`src/rtl/fetch_prefetch_unit.sv`:
```
// Purpose : instruction fetch stage; issues word-aligned IMEM requests, queues {pc, instr}
//           responses in order, and flushes/squashes everything on a redirect.
// Latency : request register to IMEM_REQ_VALID 1 cycle; response to INSTR_VALID_out 1 cycle
//           (redirect at t -> new request at t+1 -> head valid at t+3 with 1-cycle memory).
// Backpressure: IMEM request held stable until accepted; new requests only issued when a
//           FIFO slot is guaranteed for the response; decode stalls via INSTR_READY_in.
// Ports:
//   CLK, RST                        clock, async active-high reset
//   EN, REDIRECT_in, REDIRECT_PC_in fetch enable and redirect pulse/target
//   IMEM_REQ_VALID/READY/ADDR       request handshake
//   IMEM_RSP_VALID/DATA             in-order response, never stalled
//   INSTR_VALID_out/READY_in,
//   INSTR_out, PC_out               prefetch FIFO head towards decode
module fetch_prefetch_unit #(
    parameter int              XLEN       = 32,
    parameter logic [XLEN-1:0] RESET_PC   = '0,
    parameter int              FIFO_DEPTH = 4,
    parameter int              MAX_OUTST  = 2
) (
    input  logic            CLK,
    input  logic            RST,
    input  logic            EN,
    input  logic            REDIRECT_in,
    input  logic [XLEN-1:0] REDIRECT_PC_in,
    output logic            IMEM_REQ_VALID,
    input  logic            IMEM_REQ_READY,
    output logic [XLEN-1:0] IMEM_REQ_ADDR,
    input  logic            IMEM_RSP_VALID,
    input  logic [31:0]     IMEM_RSP_DATA,
    output logic            INSTR_VALID_out,
    input  logic            INSTR_READY_in,
    output logic [31:0]     INSTR_out,
    output logic [XLEN-1:0] PC_out
);
    localparam int OW = $clog2(MAX_OUTST + 1);
    localparam int CW = $clog2(FIFO_DEPTH + 1);
    localparam int PW = $clog2(FIFO_DEPTH);

    logic            req_q;
    logic [XLEN-1:0] fetch_pc;
    logic [XLEN-1:0] rsp_pc;
    logic [OW-1:0]   outst;
    logic [OW-1:0]   drop;
    logic [CW-1:0]   count;
    logic [PW-1:0]   rd_ptr;
    logic [PW-1:0]   wr_ptr;
    logic [XLEN-1:0] pc_mem    [FIFO_DEPTH];
    logic [31:0]     instr_mem [FIFO_DEPTH];

    logic            hs;
    logic            push;
    logic            pop;
    logic [XLEN-1:0] redirect_pc;
    logic [OW-1:0]   outst_nxt;
    logic [OW-1:0]   drop_nxt;
    logic [CW-1:0]   count_nxt;
    logic            credit_ok;
    logic            req_nxt;

    // A pending request is withdrawn in the redirect cycle so the stale address never handshakes.
    assign IMEM_REQ_VALID = req_q & ~REDIRECT_in;
    assign IMEM_REQ_ADDR  = fetch_pc;
    assign hs             = IMEM_REQ_VALID & IMEM_REQ_READY;
    assign push           = IMEM_RSP_VALID & (drop == '0) & ~REDIRECT_in;
    assign pop            = INSTR_VALID_out & INSTR_READY_in & ~REDIRECT_in;
    assign redirect_pc    = REDIRECT_PC_in & ~XLEN'(3);

    always_comb begin
        outst_nxt = outst + OW'(hs) - OW'(IMEM_RSP_VALID);
        count_nxt = count + CW'(push) - CW'(pop);
        drop_nxt  = drop;
        if (REDIRECT_in) begin
            count_nxt = '0;
            // Every request still unanswered after this cycle belongs to the old stream.
            drop_nxt  = outst_nxt;
        end else if (IMEM_RSP_VALID && (drop != '0)) begin
            drop_nxt  = drop - OW'(1);
        end
        // Credit check on next-cycle occupancy: each in-flight response owns a FIFO slot.
        credit_ok = (int'(outst_nxt) < MAX_OUTST) &&
                    ((int'(outst_nxt) + int'(count_nxt)) < FIFO_DEPTH);
        if (req_q && !hs && !REDIRECT_in) begin
            req_nxt = 1'b1;
        end else begin
            req_nxt = EN && credit_ok;
        end
    end

    always_ff @(posedge CLK or posedge RST) begin
        if (RST) begin
            req_q    <= 1'b0;
            fetch_pc <= RESET_PC;
            rsp_pc   <= RESET_PC;
            outst    <= '0;
            drop     <= '0;
            count    <= '0;
            rd_ptr   <= '0;
            wr_ptr   <= '0;
        end else begin
            req_q <= req_nxt;
            outst <= outst_nxt;
            drop  <= drop_nxt;
            count <= count_nxt;
            if (REDIRECT_in) begin
                fetch_pc <= redirect_pc;
                rsp_pc   <= redirect_pc;
                rd_ptr   <= '0;
                wr_ptr   <= '0;
            end else begin
                if (hs) begin
                    fetch_pc <= fetch_pc + XLEN'(4);
                end
                if (push) begin
                    rsp_pc <= rsp_pc + XLEN'(4);
                    wr_ptr <= wr_ptr + PW'(1);
                end
                if (pop) begin
                    rd_ptr <= rd_ptr + PW'(1);
                end
            end
        end
    end

    // Storage needs no reset: entries are only visible while count says they are valid.
    always_ff @(posedge CLK) begin
        if (push) begin
            pc_mem[wr_ptr]    <= rsp_pc;
            instr_mem[wr_ptr] <= IMEM_RSP_DATA;
        end
    end

    assign INSTR_VALID_out = (count != '0);
    assign INSTR_out       = INSTR_VALID_out ? instr_mem[rd_ptr] : 32'h0;
    assign PC_out          = INSTR_VALID_out ? pc_mem[rd_ptr] : '0;

    rsp_needs_outst: assert property (@(posedge CLK) disable iff (RST)
        IMEM_RSP_VALID |-> (outst != '0));
    no_push_when_full: assert property (@(posedge CLK) disable iff (RST)
        push |-> (count != CW'(FIFO_DEPTH)));
endmodule

```
`config.mk`:
```
export PLATFORM = sky130hd
export DESIGN_NAME = fetch_prefetch_unit
export DESIGN_NICKNAME = d
export VERILOG_FILES = /design/src/rtl/fetch_prefetch_unit.sv
export SDC_FILE = /design/constraint.sdc
export NUM_CORES = 1
export LEC_CHECK = 0
export ABC_AREA = 0
export CAP_MARGIN = 15
export CORE_ASPECT_RATIO = 1.5
export CORE_MARGIN = 3
export CORE_UTILIZATION = 40
export CTS_BUF_LIST = sky130_fd_sc_hd__clkbuf_4 sky130_fd_sc_hd__clkbuf_8 sky130_fd_sc_hd__clkbuf_16
export DETAILED_ROUTE_END_ITERATION = 8
export SLEW_MARGIN = 20
export SYNTH_ARGS = -nofsm -noshare
export SYNTH_HDL_FRONTEND = slang
export SYNTH_SLANG_ARGS = --single-unit
export TNS_END_PERCENT = 100
```
`constraint.sdc`:
```
create_clock -name CLK -period 6.7 [get_ports CLK]
set_input_delay 1.34 -clock CLK [delete_from_list [all_inputs] [get_ports CLK]]
set_output_delay 1.34 -clock CLK [all_outputs]
set_load 0.02 [all_outputs]
```
Word-level counts from Yosys, hierarchy flattened --
Memory sizes are Yosys's and may differ from the RTL's. Cells that the tools add are included.
Operators by class: add/subtract/negate cells 10, bitwise operators 7, $lt $le $gt $ge 2, mux-type cells 16, reductions and logical operators 14
Operator list (number):
- 32-bit 2-to-1 mux | 6
- 32-bit by 3-bit adder with 32-bit output (second input constant) | 2
- 2-bit 2-to-1 mux | 6
- 2-bit nonzero test | 5
- 1-bit bitwise AND | 6
- 1-bit logical AND | 5
- 2-bit by 1-bit adder with 2-bit output (second input constant) | 2
- 2-bit by 3-bit adder with 4-bit output | 1
- 4-bit by 3-bit less-than comparator with 1-bit output (second input constant) | 1
- 3-bit by 1-bit adder with 3-bit output | 1
- 1-bit 2-to-1 mux | 3
- 3-bit 2-to-1 mux | 1
- 3-bit nonzero test | 1
- 3-bit by 1-bit subtractor with 3-bit output | 1
- 2-bit by 1-bit adder with 2-bit output | 1
- 1-bit logical NOT | 2
- 2-bit logical NOT | 1
- 2-bit less-than comparator (second input constant) | 1
- 2-bit by 1-bit subtractor with 2-bit output | 1
- 2-bit by 1-bit subtractor with 2-bit output (second input constant) | 1
- 1-bit NOT | 1
Word-level totals: bits in writable memories 256, memories 2, output and inout port bits 98, input bits 71, word-level logic and storage cells 59, bits in registers 76
Memory list:
- instr_mem | depth 4, width 32, rd ports 1, clocked after memory_dff 0, wr ports 1, RTL line 48 | logic [31:0] instr_mem [FIFO_DEPTH];
- pc_mem | depth 4, width 32, rd ports 1, clocked after memory_dff 0, wr ports 1, RTL line 47 | logic [XLEN-1:0] pc_mem [FIFO_DEPTH];

Logic depth before layout (Yosys ltp) --
Gate-level depths: netlist of run 1.
depth after elaboration 11, depth in mapped cells 14, mapped depth without buffers 14

Least setup slack after synthesis of run 1 --
No wires, ideal clock.
path kind input to register, from input REDIRECT_in, to register req_q, data required time 6.622 ns, arrival time 3.646 ns, buffers on the path 2, stages on the path 12, path slack 2.976 ns, cells stage by stage clkbuf_1 clkbuf_1 nor2_1 ha_1 inv_1 ha_1 fa_1 nor2b_1 ha_1 a31oi_1 nand3b_1 o2bb2ai_1
On the way: longest elaborated chain between the ends 10, elaborated cells on any way between the ends 20, classes of those cells 5 x add/sub; 2 x order compare; 2 x mux; 5 x bitwise; 6 x reduce/logical
RTL lines:
- start: declaration | RTL line 23 | input logic REDIRECT_in,
- 1-bit NOT | RTL line 64, 65
- 1-bit bitwise AND | RTL line 64 | assign push = IMEM_RSP_VALID & (drop == '0) & ~REDIRECT_in;
- 3-bit by 1-bit adder with 3-bit output | RTL line 70 | count_nxt = count + CW'(push) - CW'(pop);
- 3-bit by 1-bit subtractor with 3-bit output | RTL line 70
- 3-bit 2-to-1 mux * | RTL line 72 | if (REDIRECT_in) begin
- named net count_nxt[1] | RTL line 56 | logic [CW-1:0] count_nxt;
- 2-bit by 3-bit adder with 4-bit output * | RTL line 81 | ((int'(outst_nxt) + int'(count_nxt)) < FIFO_DEPTH);
- 4-bit by 3-bit less-than comparator with 1-bit output * | RTL line 81
- 1-bit logical AND * | RTL line 80 | credit_ok = (int'(outst_nxt) < MAX_OUTST) &&
- 1-bit logical AND * | RTL line 85 | req_nxt = EN && credit_ok;
- 1-bit 2-to-1 mux * | RTL line 82 | if (req_q && !hs && !REDIRECT_in) begin
- named net req_nxt | RTL line 58 | logic req_nxt;
- end signal: assignment | RTL line 100 | req_q <= req_nxt;
- end: declaration | RTL line 39 | logic req_q;
Mark *: on every way through the listed nets, which the timed path passes. The rest lies on a longest branch. A chain may end at the register's enable or synchronous reset.

Worst setup path in the final report of run 1 --
from register rd_ptr[0], to output PC_out[26]
On the way: longest elaborated chain between the ends 2
RTL lines:
- start: declaration | RTL line 45 | logic [PW-1:0] rd_ptr;
- start signal: assignment | RTL line 118 | rd_ptr <= rd_ptr + PW'(1);
- memory read 4 x 32 bit
- 32-bit 2-to-1 mux | RTL line 134 | assign PC_out = INSTR_VALID_out ? pc_mem[rd_ptr] : '0;
- end: declaration | RTL line 33 | output logic [XLEN-1:0] PC_out
No other way between the ends.

==> summary.md, run 1 <==
| Metric | Value |
|---|---|
| Status | completed |
| Register area | between 9000 and 10,000 um2 |
| CP max-delay cell | dfrtp_4 |
| Final slew viol count | 0 |
| Pwr/cell area | 353.9 nW/um2 |
| Grt ovf | 0 |
| WHS | 0.5537 ns |
| Antenna diodes | 0 |
| Hold_sp | outst[0] |
| Worst Path Required | 5.36 ns |
| Post-synthesis mux area share | 12.51% |
| Yosys warns | 0 |
| Post-synthesis xor/xnor area fraction | under 10% |
| Post-synth top area cell | edfxtp_1 |
| Mapped Area | 13,470 um2 |
| Top post-synthesis cells by area | edfxtp_1, dfrtp_1, mux4_2 |
| Die height | 230.8 um |
| Worst VDD drop | 0.0001960 V |
| Post-synth EDFFs | 248 |
| First-pass GRT wire length | 45,440 um |
| Mean Syn Cell Area | approximately 17 um2 |
| Post-synth cell types | 52 |
| Synth Instances | 809 |
| Synthesized flop and latch total | 320 |
| Rows | 81 |
| Adder-Cell Fraction of Synth Area | 1.263% |
| Max-cap check violation count | 0 |
| Post-Route Utilization | 50.43% |
| Tcrit/Tclk final | 71.53% |
| Nature of the critical path endpoint | output pin |
| Async SR Flop Fraction | between 20% and 30% |
| Die Width | ~160 um |
| Most used DFF post-synth | edfxtp_1 |
| Gpl congestion | approximately 0.84 |
| Startpoint Class | register |
| Area of the multi-input gates | 3994 um2 |
| Fin. Hold Viols | 0 |
| DR pass1 iterations | 4 |
| Via count | 7,467 |
| Area Growth Syn to Fin | 23.31% |
| Initial core utilization | approximately two fifths |
| Hold Buf Count CTS | 0 |
| Fill cell count | 2,779 |
| Min Tclk post-route | 4.793 ns |
| Fmax | 208.7 MHz |
| Routed Antenna Nets | 0 |
| Buffers on Ports | 162 |
| CP Cell Sequence | buf_4 -> mux4_2 -> and2_1 -> clkdlybuf4s50_1 |
| Drc violations | 0 |
| Clock transition at path regs | 0.06 ns |
| CP max stage delay | 0.97 ns |
| # setup viols final | 0 |
| CTS Buf Count | 31 |
| Share of cells above drive strength 1 | 17.15% |
| CTS tree | yes |
| H-tree Lvls | 1 |
| RSZ-0062 raised after global routing | false |
| Num ports | 169 |
| Setup Buffers After CTS | 0 |
| Detailed placement HPWL | 18,020 um |
| Simple-gate share of the synthesized area | 9.409% |
| Compound-Gate Fraction of Synth Area | 2.731% |
| Largest family of logic cells by synthesized area | multiplexers |
| Final WL | approximately 29,000 um |
| Post-synthesis sequential area ratio | 68.66% |
| Clock skew | 0.01183 ns |
| Core area | 32,940 um2 |
| Total power | 5.879 mW |
| GR Util All Layers | 16.24% |
| Critical path's top delay family | buffers and inverters |
| DR iter-0 viols | 420 |
| Hold WC Path Type | register to register |
| Routed WL per cell | 20.45 um |
| Vias per inst | between 5 and 6 |
| Most common cell after layout, fill and taps aside | edfxtp_1 |
| Total Neg Setup Slack | 0 ns |
| Area fraction of the dominant cell type after synthesis | a little under three fifths |
| Root Driver | clkbuf_16 |
| Critical path launch point | rd_ptr[0] |
| Slew Limit Headroom | around a third |
| Non-Filler Instances | 1,418 |
| Initial antenna violation count | 0 |
| Vias in the first global route | 8,066 |
| Most frequent cells in the layout | edfxtp_1, clkdlybuf4s50_1, dfrtp_1 |
| Kind of critical path | register to output pin |
| Worst-margin pin slew | between 1 and 1.5 ns |
| Crit path DAT | ~3.5 ns |
| Fin nets | 1,062 |
| Die area | 35,960 um2 |
| Cell Count Post-Placement | 1,359 |
| Clk_lat worst skew | 0.57 ns |
| PostCTS Resize Cnt | 0 |
| RR Startpoint | count[2] |
| Pin count of the biggest net entering global routing | 73 |
| Clk buf depth | 3 |
| CTS Sinks | 320 |
| CP max FO | 40 |
| Leak pwr | about 5.6 nW |
| Buf/Inv on CP | 2 |
==> per-layer routing <==
| metal | global-route usage [%] | share of wire [%] | vias up | wire length (um) |
|---|---|---|---|---|
| li1 | - | - | 3422 | - |
| met1 | 19.66 | 39 | 3809 | 11270 |
| met2 | 29.57 | 54 | 181 | 15630 |
| met3 | 2.101 | 4.2 | 55 | 1216 |
| met4 | 5.661 | 3.0 | 0 | 880 |
| met5 | 0 | 0 | - | 0 |
==> layout make-up <==
class	instances	area share (%)
Timing Repair Buffer	173	10.38
Multi-Input combinational cell	435	24.04
Sequential cell	320	55.71
Inverter	17	0.3842
Tap cell	415	3.126
Clock inverter	23	1.506
Clock buffer	35	4.851
==> flip-flops by register name, indices dropped and copies added (netlist names) <==
signal         flops
IMEM_REQ_ADDR     30
count              3
drop               2
instr_mem        128
outst              2
pc_mem           120
rd_ptr             2
req_q              1
rsp_pc            30
wr_ptr             2
==> worst register-to-register path, cell delays in order, from the launching register on <==
cell       delay, ns
dfrtp_1         0.39
or3_2           0.49
buf_4           0.34
nand2_1         0.22
nor2_1          0.07
ha_1            0.31
inv_1           0.04
ha_1            0.18
fa_1            0.49
nor2b_1         0.18
ha_1            0.26
a31oi_1         0.16
nand3b_1        0.10
o2bb2ai_1       0.14
==> synthesized netlist by cell type (2+ instances only) <==
cell	n
o21a_1	6
clkbuf_1	23
o21ai_0	9
and3_1	7
edfxtp_1	248
inv_1	17
buf_4	5
a21oi_1	11
nor3_1	11
o221ai_1	3
mux2i_1	3
buf_1	2
a31oi_1	3
nand3_1	24
and4_1	6
nor2b_1	3
dfrtp_1	72
nor3_2	2
nor4_1	2
xor2_1	28
buf_2	10
ha_1	12
nand2_1	31
xnor2_1	27
mux2_2	23
o211ai_1	3
o311ai_0	2
nor2_1	23
nand4_1	20
and2_1	70
mux4_2	62
o31a_1	3
or3_1	3
nand2b_1	8
a21boi_0	10
==> where the power goes <==
part	total (mW)	leakage [nW]	switching, mW	internal, mW
Combinational	1.62	1.99	0.793	0.825
Clock	1.79	0.513	0.760	1.03
Sequential	2.47	3.08	0.175	2.30
Total	5.88	5.58	1.73	4.15
==> per-stage QoR <==
step / area (um2) / worst slack (ns)
finish: 16610 / 1.907
floorplan: 13480 / 2.976
global route: 16610 / 1.623
global placement: 15530 / 2.193
detailed placement: 15530 / 2.136
CTS: 16580 / 1.766
==> final timing paths <==
check                      cells past startpoint  slack [ns]         end
min reg2reg                                    1        0.55    outst[0]
max in group asynchronous                      4        4.97   rd_ptr[0]
max                                            4        1.91  PC_out[26]
max reg2reg                                   13        3.27       req_q
min                                            1        0.55    outst[0]
min in group asynchronous                      3        1.13  rsp_pc[16]
==> kinds of logic after synthesis <==
family / count (synthesis)
XOR/XNOR: 55
buffers and inverters: 57
flip-flops: 320
multiplexers: 88
AO/OA/AOI/OAI: 54
adder cells (fa/ha/maj): 13
other: 1
AND/OR/NAND/NOR: 221
Power figures use the tool's default switching activity.
==> inputs of run 2 (changes only) <==
==> constraint.sdc (replaced) <==
create_clock -name CLK -period 4.35 [get_ports CLK]
set_input_delay 0.87 -clock CLK [delete_from_list [all_inputs] [get_ports CLK]]
set_output_delay 0.87 -clock CLK [all_outputs]
set_load 0.02 [all_outputs]
==> run 2 against run 1 <==
Sequential power rose by 52%. Global-route usage is 0.18 points higher. Highest routed layer unchanged. Cell count grew 0.21%. Hold slack worse by 0.00061 ns. Utilization is 0.36 points higher. Via count is essentially flat. Register-to-register slack lost 2.0 ns. Critical path depth unchanged. First-iteration DRC count fell by 22%. Clock power grew 50%.
==> summary.md, run 2 (synthesized netlist as in run 1, its figures left out) <==
| Metric | Value |
|---|---|
| Most common cell after layout, fill and taps aside | edfxtp_1 (unchanged) |
| Num ports | 169 (unchanged) |
| Die height | 230.8 um (unchanged) |
| CTS Sinks | 320 (unchanged) |
| PostCTS Resize Cnt | 0 (unchanged) |
| Status | completed (unchanged) |
| Crit path DAT | 2.91 ns (was 3.45 ns) |
| CTS tree | yes (unchanged) |
| CP Cell Sequence | buf_12 -> mux4_2 -> and2_1 -> clkdlybuf4s50_1 (was buf_4 -> mux4_2 -> and2_1 -> clkdlybuf4s50_1) |
| CP max stage delay | 0.77 ns (was 0.97 ns) |
| Final slew viol count | 0 (unchanged) |
| Clock transition at path regs | 0.07 ns (was 0.06 ns) |
| Hold Buf Count CTS | 0 (unchanged) |
| Max-cap check violation count | 0 (unchanged) |
| Die Width | 155.8 um (unchanged) |
| Root Driver | clkbuf_16 (unchanged) |
| Clk buf depth | 3 (unchanged) |
| RSZ-0062 raised after global routing | false (unchanged) |
| # setup viols final | 0 (unchanged) |
| Rows | 81 (unchanged) |
| Core area | 32,940 um2 (unchanged) |
| Vias in the first global route | 7,917 (was 8,066) |
| Largest registers | instr_mem x128, pc_mem x120 (unchanged) |
| CP max-delay cell | dfrtp_4 (unchanged) |
| Vias per inst | 5.258 (was 5.266) |
| Share of cells above drive strength 1 | 17.00% (was 17.15%) |
| Fill cell count | 2,733 (was 2,779) |
| Die area | 35,960 um2 (unchanged) |
| Area Growth Syn to Fin | 24.21% (was 23.31%) |
| Via count | 7,471 (was 7,467) |
| Routed Antenna Nets | 0 (unchanged) |
| Register bank with the most flops | instr_mem (unchanged) |
| Finished Cell Area | 16,730 um2 (was 16,610 um2) |
| Final WL | 29,310 um (was 29,000 um) |
| Min Tclk post-route | between 3 and 4 ns |
| Detailed placement HPWL | 18,860 um (was 18,020 um) |
| First-pass GRT wire length | 45,810 um (was 45,440 um) |
| Leak pwr | 5.624 nW (was 5.583 nW) |
| Fin nets | 1,066 (was 1,062) |
| Initial core utilization | 40.90% (unchanged) |
| Fmax | 264.4 MHz |
| Clock skew | 0.01793 ns (was 0.01183 ns) |
| CTS Buf Count | 30 (was 31) |
| Nature of the critical path endpoint | output pin (unchanged) |
| Pwr/cell area | 540.6 nW/um2 (was 353.9 nW/um2) |
| Worst VDD drop | 0.0002794 V (was 0.0001960 V) |
| Clk_lat worst skew | 0.56 ns (was 0.57 ns) |
| Fin. Hold Viols | 0 (unchanged) |
| Max reg flops | 128 (unchanged) |
| Antenna diodes | 0 (unchanged) |
| Initial antenna violation count | 0 (unchanged) |
| Routed WL per cell | 20.63 um (was 20.45 um) |
| Worst-margin pin slew | 0.7708 ns (was 1.007 ns) |
| Most frequent cells in the layout | edfxtp_1, clkdlybuf4s50_1, dfrtp_1 (unchanged) |
| Setup Buffers After CTS | 0 (unchanged) |
| Placed cell area | 15,710 um2 (was 15,530 um2) |
| Slew Limit Headroom | 48.54% (was 32.88%) |
| Drc violations | 0 (unchanged) |
| DR iter-0 viols | 329 (was 420) |
| Kind of critical path | register to output pin (unchanged) |
| Startpoint Class | register (unchanged) |
| Gpl congestion | 0.8735 (was 0.8445) |
| CP max FO | 23 (was 40) |
| H-tree Lvls | 1 (unchanged) |
| Worst Path Required | 3.48 ns (was 5.36 ns) |
| Total Neg Setup Slack | 0 ns (unchanged) |
| Tcrit/Tclk final | between 80 and 90% |
| Pin count of the biggest net entering global routing | 65 (was 73) |
| GR Util All Layers | 16.42% (was 16.24%) |
| DR pass1 iterations | 4 (unchanged) |
| Grt ovf | 0 (unchanged) |
| Hold WC Path Type | register to register (unchanged) |
| Buffers on Ports | 162 (unchanged) |
[run 2: changes by cell type in the layout (fill, tap and decap cells not counted), sizes merged]
cell / delta
buf: +5
clkbuf: +2
clkinv: +2
clkinvlp: -3
inv: -3
[run 2: critical path: cells and delay by family, from the launching register on]
| kind | cells | cell delay, ns |
|---|---|---|
| buffers and inverters | 2 | 0.84 |
| flip-flops | 1 | 0.77 |
| multiplexers | 1 | 0.52 |
| AND/OR/NAND/NOR | 1 | 0.21 |
[run 2: power by group]
part / switching [mW] / internal (mW) / total, mW
clock: 1.11 / 1.58 / 2.69
combinational: 1.29 / 1.31 / 2.60
sequential: 0.221 / 3.54 / 3.76
total: 2.62 / 6.43 / 9.04
[run 2: final timing paths]
kind,startpoint,end,slack [ns],cells past startpoint
min in group asynchronous,RST,IMEM_REQ_ADDR[26],0.81,2
worst max register to register,drop[0],req_q,1.30,14
max in group asynchronous,RST,rd_ptr[0],2.65,3
worst max-delay path,rd_ptr[0],PC_out[12],0.57,4
worst min-delay path,outst[0],outst[0],0.55,1
worst min register to register,outst[0],outst[0],0.55,1
[run 2: layout make-up]
type | instances | area (um2) | share of cell area (%)
Clock buffer | 37 | 820.8 | 4.906
Clock inverter | 19 | 200.2 | 1.197
Inverter | 17 | 63.81 | 0.3814
Multi-Input combinational cell | 435 | 3994 | 23.87
Sequential cell | 320 | 9254 | 55.31
Tap cell | 415 | 519.2 | 3.104
Timing Repair Buffer | 178 | 1879 | 11.23
[run 2: routing by layer]
layer	vias up	track usage (%)	wire length [um]
li1	3441	-	-
met1	3826	20.55	12030
met2	165	29.81	15610
met3	39	2.119	1101
met4	0	4.446	563
met5	-	0	0
[run 2: metrics by stage]
step	std cells	hold WS (ns)	utilization (%)	power, mW	worst slack [ns]
2_1_floorplan	812	0.4904	-	5.321	1.096
3_3_place_gp	1365	0.5424	47.70	6.462	0.4979
3_5_place_dp	1365	0.5423	47.70	6.483	0.4570
4_1_cts	1421	0.5573	50.80	9.204	0.4427
5_1_grt	1421	0.5854	50.80	9.487	0.4057
6_report	1421	0.5531	50.80	9.045	0.5681
==> inputs of run 3 (changes only) <==
--- a/config.mk
+++ b/config.mk
@@ -12,8 +12,9 @@
 export CORE_UTILIZATION = 40
 export CTS_BUF_LIST = sky130_fd_sc_hd__clkbuf_4 sky130_fd_sc_hd__clkbuf_8 sky130_fd_sc_hd__clkbuf_16
 export DETAILED_ROUTE_END_ITERATION = 8
+export PLACE_DENSITY = 0.6
 export SLEW_MARGIN = 20
 export SYNTH_ARGS = -nofsm -noshare
 export SYNTH_HDL_FRONTEND = slang
 export SYNTH_SLANG_ARGS = --single-unit
-export TNS_END_PERCENT = 100
+export TNS_END_PERCENT = 50
==> results of run 3 <==
Final layout, timing and power as in run 2 (identical DEF).
